==> src/rtl/clock_pkg.sv <==
// ---------------------------------------------------------------------------
// clock_pkg
// Shared types and constants for the 24-hour clock mode/enable sequencer.
//   mode_e     : operating mode as presented on MODE (RUN / SET_H / SET_M)
//   MODE_W     : width of the mode field
//   cnt_width  : bits needed for a counter that must hold 0..n-1 (min 1)
// ---------------------------------------------------------------------------
package clock_pkg;

  localparam int MODE_W = 2;

  typedef enum logic [MODE_W-1:0] {
    MODE_RUN   = 2'b00,
    MODE_SET_H = 2'b01,
    MODE_SET_M = 2'b10,
    MODE_BAD   = 2'b11   // unreachable; recovers to RUN on the next cycle
  } mode_e;

  // Width of a counter spanning 0..n-1; never narrower than one bit.
  function automatic int cnt_width(input int n);
    int w;
    if (n <= 2) begin
      w = 1;
    end else begin
      w = $clog2(n);
    end
    return w;
  endfunction

endpackage

==> src/rtl/clock_set_ctrl_btn_edge.sv <==
// ---------------------------------------------------------------------------
// btn_edge
// Registers a debounced, synchronised button level once and produces a
// one-cycle press pulse on its rising edge. The pulse appears in the cycle
// after the input is first seen high.
// Ports:
//   CLK   : system clock
//   RST   : asynchronous reset, active-low
//   btn   : debounced button level
//   press : one-cycle rising-edge pulse
// ---------------------------------------------------------------------------
module btn_edge
  import clock_pkg::*;
(
  input  logic CLK,
  input  logic RST,
  input  logic btn,
  output logic press
);

  logic lvl_r;
  logic prev_r;

  // Capture the button level and keep a one-cycle-old copy for edge detection
  always_ff @(posedge CLK or negedge RST) begin
    if (!RST) begin
      lvl_r  <= 1'b0;
      prev_r <= 1'b0;
    end else begin
      lvl_r  <= btn;
      prev_r <= lvl_r;
    end
  end

  assign press = lvl_r & ~prev_r;

endmodule

==> src/rtl/clock_set_ctrl.sv <==
// ---------------------------------------------------------------------------
// clock_set_ctrl
// Mode and enable sequencer for the seconds/minutes/hours BCD counter chain.
// RUN passes the 1 Hz tick and counter carries through as enables; SET_H and
// SET_M freeze the chain, step the selected field from SET presses and blink
// that field on the display.
//
// Optional build macro: CLOCK_SET_AUTOREPEAT_EN
//   defined   : holding SET in a SET mode produces auto-repeat steps after
//               REPEAT_DLY cycles, then every REPEAT_RATE cycles
//   undefined : exactly one step per SET rising edge, no repeat timer
//
// Ports:
//   CLK      : system clock
//   RST      : asynchronous reset, active-low
//   SEC_TICK : 1 Hz one-cycle tick from the prescaler
//   MODE_BTN : debounced MODE level, rising edge advances the mode
//   SET_BTN  : debounced SET level, rising edge steps the selected field
//   SEC_CA   : seconds counter carry
//   MIN_CA   : minutes counter carry
//   SEC_EN   : seconds counter enable
//   MIN_EN   : minutes counter enable
//   HOUR_EN  : hours counter enable
//   SEC_CLR  : one-cycle clear to the seconds counter on leaving SET_M
//   MODE     : current mode (00 RUN, 01 SET_H, 10 SET_M)
//   BLINK_H  : hour digits blank phase
//   BLINK_M  : minute digits blank phase
// ---------------------------------------------------------------------------
module clock_set_ctrl
  import clock_pkg::*;
#(
  parameter int BLINK_DIV   = 25000000,
  parameter int REPEAT_DLY  = 25000000,
  parameter int REPEAT_RATE = 5000000
) (
  input  logic              CLK,
  input  logic              RST,
  input  logic              SEC_TICK,
  input  logic              MODE_BTN,
  input  logic              SET_BTN,
  input  logic              SEC_CA,
  input  logic              MIN_CA,
  output logic              SEC_EN,
  output logic              MIN_EN,
  output logic              HOUR_EN,
  output logic              SEC_CLR,
  output logic [MODE_W-1:0] MODE,
  output logic              BLINK_H,
  output logic              BLINK_M
);

  localparam int                   BLINK_W    = cnt_width(BLINK_DIV);
  localparam logic [BLINK_W-1:0]   BLINK_LAST = BLINK_W'(BLINK_DIV - 1);

  mode_e              state_r;
  mode_e              state_nxt_s;
  logic               mode_press_s;
  logic               set_edge_s;
  logic               rpt_pulse_s;
  logic               set_pulse_s;
  logic               in_set_s;
  logic               eff_set_s;
  logic               sec_clr_r;
  logic [BLINK_W-1:0] blink_cnt_r;
  logic               blink_ph_r;

  btn_edge u_mode_edge (
    .CLK   (CLK),
    .RST   (RST),
    .btn   (MODE_BTN),
    .press (mode_press_s)
  );

  btn_edge u_set_edge (
    .CLK   (CLK),
    .RST   (RST),
    .btn   (SET_BTN),
    .press (set_edge_s)
  );

  assign in_set_s    = (state_r == MODE_SET_H) | (state_r == MODE_SET_M);
  assign set_pulse_s = set_edge_s | rpt_pulse_s;
  // A MODE press in the same cycle wins; SET steps only count in a SET mode.
  assign eff_set_s   = set_pulse_s & in_set_s & ~mode_press_s;

`ifdef CLOCK_SET_AUTOREPEAT_EN
  localparam int                 RPT_W      = cnt_width(REPEAT_DLY + 1);
  localparam logic [RPT_W-1:0]   RPT_LAST   = RPT_W'(REPEAT_DLY);
  // After each repeat the timer restarts so it reaches RPT_LAST again
  // REPEAT_RATE cycles later (REPEAT_RATE is expected to be <= REPEAT_DLY+1).
  localparam int                 RPT_RLD_I  = (REPEAT_RATE > REPEAT_DLY) ? 0
                                              : (REPEAT_DLY - REPEAT_RATE + 1);
  localparam logic [RPT_W-1:0]   RPT_RELOAD = RPT_W'(RPT_RLD_I);

  logic [RPT_W-1:0] rpt_cnt_r;

  // Hold timer: counts cycles SET has been held in a SET mode
  always_ff @(posedge CLK or negedge RST) begin
    if (!RST) begin
      rpt_cnt_r <= '0;
    end else if (!SET_BTN || !in_set_s || mode_press_s) begin
      rpt_cnt_r <= '0;
    end else if (rpt_cnt_r == RPT_LAST) begin
      rpt_cnt_r <= RPT_RELOAD;
    end else begin
      rpt_cnt_r <= rpt_cnt_r + 1'b1;
    end
  end

  assign rpt_pulse_s = SET_BTN & in_set_s & (rpt_cnt_r == RPT_LAST);
`else
  assign rpt_pulse_s = 1'b0;
`endif

  // Mode state register
  always_ff @(posedge CLK or negedge RST) begin
    if (!RST) begin
      state_r <= MODE_RUN;
    end else begin
      state_r <= state_nxt_s;
    end
  end

  // Next-mode decode: each MODE press advances RUN -> SET_H -> SET_M -> RUN
  always_comb begin
    state_nxt_s = state_r;
    case (state_r)
      MODE_RUN: begin
        if (mode_press_s) begin
          state_nxt_s = MODE_SET_H;
        end else begin
          state_nxt_s = MODE_RUN;
        end
      end
      MODE_SET_H: begin
        if (mode_press_s) begin
          state_nxt_s = MODE_SET_M;
        end else begin
          state_nxt_s = MODE_SET_H;
        end
      end
      MODE_SET_M: begin
        if (mode_press_s) begin
          state_nxt_s = MODE_RUN;
        end else begin
          state_nxt_s = MODE_SET_M;
        end
      end
      default: begin
        state_nxt_s = MODE_RUN;
      end
    endcase
  end

  // Counter enables, decoded from the registered mode with zero input latency
  always_comb begin
    SEC_EN  = 1'b0;
    MIN_EN  = 1'b0;
    HOUR_EN = 1'b0;
    case (state_r)
      MODE_RUN: begin
        SEC_EN  = SEC_TICK;
        MIN_EN  = SEC_CA;
        HOUR_EN = MIN_CA;
      end
      MODE_SET_H: begin
        HOUR_EN = eff_set_s;
      end
      MODE_SET_M: begin
        // MIN_CA deliberately ignored: a minute wrap must not bump the hour.
        MIN_EN = eff_set_s;
      end
      default: begin
        SEC_EN  = 1'b0;
        MIN_EN  = 1'b0;
        HOUR_EN = 1'b0;
      end
    endcase
  end

  // Seconds clear: one cycle, in the first RUN cycle after leaving SET_M
  always_ff @(posedge CLK or negedge RST) begin
    if (!RST) begin
      sec_clr_r <= 1'b0;
    end else begin
      sec_clr_r <= (state_r == MODE_SET_M) & (state_nxt_s == MODE_RUN);
    end
  end

  // Blink timebase: restarts on any mode change or step so the field is visible
  always_ff @(posedge CLK or negedge RST) begin
    if (!RST) begin
      blink_cnt_r <= '0;
      blink_ph_r  <= 1'b0;
    end else if ((state_nxt_s != state_r) || eff_set_s) begin
      blink_cnt_r <= '0;
      blink_ph_r  <= 1'b0;
    end else if (blink_cnt_r == BLINK_LAST) begin
      blink_cnt_r <= '0;
      blink_ph_r  <= ~blink_ph_r;
    end else begin
      blink_cnt_r <= blink_cnt_r + 1'b1;
    end
  end

  assign SEC_CLR = sec_clr_r;
  assign MODE    = state_r;
  assign BLINK_H = blink_ph_r & (state_r == MODE_SET_H);
  assign BLINK_M = blink_ph_r & (state_r == MODE_SET_M);

endmodule

==> config.mk <==
export PLATFORM = sky130hd
export DESIGN_NAME = clock_set_ctrl
export DESIGN_NICKNAME = d
export VERILOG_FILES = /design/src/rtl/clock_pkg.sv /design/src/rtl/clock_set_ctrl_btn_edge.sv /design/src/rtl/clock_set_ctrl.sv
export SDC_FILE = /design/constraint.sdc
export NUM_CORES = 1
export LEC_CHECK = 0
export CORE_MARGIN = 1
export CORE_UTILIZATION = 53
export DETAILED_ROUTE_END_ITERATION = 10
export GPL_TIMING_DRIVEN = 0
export PLACE_DENSITY_LB_ADDON = 0.08
export SLEW_MARGIN = 10
export SYNTH_ARGS = -nofsm -noshare
export SYNTH_HDL_FRONTEND = slang
export SYNTH_SLANG_ARGS = --single-unit
==> constraint.sdc <==
create_clock -name CLK -period 2.9 [get_ports CLK]
set_input_delay 0.29 -clock CLK [delete_from_list [all_inputs] [get_ports CLK]]
set_output_delay 0.29 -clock CLK [all_outputs]
set_load 0.05 [all_outputs]
==> flow_summary.yaml <==
status:
  status: "finished with violations"
  violations: "hold timing"
route:
  wl_per_cell_um: 16.8
  dr.pass1.iters: 5
  drtAntennaViolNets: 0
  drt_iter0_drc: 104
  drcViolationCount: 0
  routed_wl_um: 3990
  viasPerCell: 6.24
  via_count: 1486
global_routing:
  antenna_found_initial: 0
  grt-ovfl-total: 0
  grt_max_degree: 34
  grt_pass1_vias: 1433
  grtUsageTotal: 0.264
  grt_pass1_wl_um: 6820
sta:
  rsz0062_at_grt: "false"
  max_freq_mhz: 376
  fin_ws_ns: 0.241
  skew_ns: 0.0109
  setup_violations: 0
  period_minus_slack_ns: 2.66
  slew_violations: 0
  fin_hold_ws_ns: -0.00203
  finalCritPeriodShare: 0.917
  setup_tns_ns: 0
  worst_slew_pin_slew_ns: 0.769
  maxSlewHeadroom: 0.483
  hold_viol_final: 5
floorplan:
  core_area_sq_um: 3130
  num_rows: 20
  pin_count: 15
  die_w_um: 60.2
  die-area_sq_um: 3630
  die_h_um: 60.2
  start_util: 0.574
synth:
  synth_flop_cell: "dfrtp_1"
  avgSynthCellArea_sq_um: 10.4
  syn_area_sq_um: 1800
  yosys_warnings: 0
  yosys_register_bits: 33
  synthDistinctLibCells: 37
  syn_nets: 186
  synthArstFlopShare: 1.00
  synth-edff-count: 0
  ys_seq_area_frac: 0.460
  synthCells: 173
placed_design:
  dpl.cell_count: 231
  io_buffers: 14
  placed_cell_area_sq_um: 1990
  dpl.hpwl_um: 2900
  dpl_worst_slack_ns: -0.362
  gp_congestion: 0.872
pwr:
  power.density_cell_area_nw_per_um2: 647
  leakagePower_nw: 0.761
  ir_worst_vdd_mv: 0.457
clocking:
  insertion_delay_ns: 0.34
  cts_hold_buffers: 0
  cts_sinks: 33
  cts_setup_buffers: 0
  cts.clk_slew.worst_paths_ns: 0.11
  cts_root_buffer: "clkbuf_4"
  clockBufferDepth: 2
  cts_tree: "done"
  h-tree-depth: 2
  cts_buffers: 5
setup_path:
  slowest_delay_ns: 0.49
  cp.arrival_ns: 2.37
  cp_slowest_cell: "dfrtp_1"
  start_kind: "flip-flop"
  cp-end-kind: "output port"
  cp_cell_sequence: "inv_1 -> ha_1 -> nand2_1 -> nor3_1 -> clkbuf_4 -> a21oi_1 -> nor2_2 -> clkdlybuf4s15_2"
  critical_path_class: "reg2out"
  reg2reg_to: "blink_cnt_r[21]"
  required_ns: 2.61
  rr_worst_depth: 7
  ff2ff_setup_slack_ns: 0.41
  cp_max_fo: 19
  r2r-start: "MODE[1]"
finish:
  fillers: 249
  multi_input_area_sq_um: 913
  antenna_cells: 0
  area_growth_pct: 15.7
  nets: 206
  postLayoutCellArea_sq_um: 2080
  drive_gt1_frac: 0.103
  final_cell_mix: "dfrtp_1, nor4_1, clkdlybuf4s50_1"
  register_area_sq_um: 826
  final_cells: 238
  final_common_cell: "dfrtp_1"
worst_hold_path:
  hp-class: "in2async"
job:
  maxCapViolCount: 0
## kinds of logic (layout without fill, tap and decap cells)
logic type / Yosys count / count (layout) / synth area share
buffers and inverters: 14 / 35 / 0.0334
and+or+nand+nor: 77 / 77 / 0.272
AOI/OAI and AO/OA: 31 / 31 / 0.133
DFF: 33 / 33 / 0.460
adders and majority gates: 6 / 6 / 0.0418
xor gates and xnor gates: 11 / 11 / 0.0536
muxes: 1 / 1 / 0.00627
## power breakdown
| group | internal, mW | total, mW | switching [mW] |
|---|---|---|---|
| clock network | 0.206 | 0.361 | 0.155 |
| registers | 0.498 | 0.542 | 0.0439 |
| logic | 0.142 | 0.442 | 0.300 |
| total | 0.846 | 1.34 | 0.499 |
## how the worst max path moves through the flow
| stage | end | cells after the start | start | slack (ns) |
|---|---|---|---|---|
| after floorplan | MIN_EN | 8 | MODE[0] | 0.15 |
| after global placement | MIN_EN | 9 | MODE[1] | -0.32 |
| after detailed placement | MIN_EN | 9 | MODE[1] | -0.36 |
| after CTS | MIN_EN | 8 | MODE[1] | 0.04 |
| after global routing | MIN_EN | 8 | MODE[1] | 0.07 |
| final | MIN_EN | 8 | MODE[1] | 0.24 |
## repair_timing
action	4_1_cts	5_1_grt
resized for setup	7	4
endpoints found under the setup margin	2	1
endpoints found under the hold margin	0	0
## cell type report
class                   count  area share
inverters                   6      0.0108
clock buffers               7      0.0265
repair buffers             14      0.0662
plain buffers               7      0.0187
well taps                  44      0.0265
flip-flops and latches     33       0.397
multi-input cells         126       0.439
clock inverters             1      0.0144
## state kept, by name (all words and copies together), names as in the netlist
signal	cells
blink_ph_r	1
u_mode_edge.prev_r	1
SEC_CLR	1
MODE	2
u_set_edge.prev_r	1
u_set_edge.lvl_r	1
blink_cnt_r	25
u_mode_edge.lvl_r	1
## Yosys cell counts, drive strengths merged, types with 2 or more instances
library cell  number  share of area
ha                 6          0.042
inv                6          0.013
nand3              9          0.025
and2               4          0.014
nor3               5          0.014
nor2               2         0.0042
o21ai              9          0.025
xnor2              6          0.029
a31oi              2         0.0070
xor2               5          0.024
nand4              7          0.033
dfrtp             33           0.46
nor4b              3          0.015
nand2              9          0.019
o31ai              4          0.017
a2111oi           12          0.068
or4                6          0.029
clkbuf             7          0.015
nor3b              3          0.013
nor4              13          0.045
or3               10          0.035
## per-layer routing
metal / track usage / up-vias / share of wire
met3: 0.0736 / 8 / 0.047
met2: 0.403 / 37 / 0.48
met1: 0.358 / 716 / 0.46
met4: 0.0897 / 0 / 0.015
met5: 0 / - / 0
li1: - / 725 / -
## critical path, delay by kind of cell (launching register included)
| kind | cells | cell delay (ns) |
|---|---|---|
| compound gates | 1 | 0.12 |
| fa+ha+maj | 1 | 0.28 |
| buf+inv | 3 | 0.80 |
| flops | 1 | 0.49 |
| simple gates | 3 | 0.33 |
## per-stage QoR
step	utilization	total power, mW
after global placement	0.638	0.979
final	0.664	1.34
after detailed placement	0.636	0.994
after floorplan	-	0.846
after global routing	0.664	1.42
after CTS	0.663	1.35
Note: power is estimated with default switching activity, not from simulation.
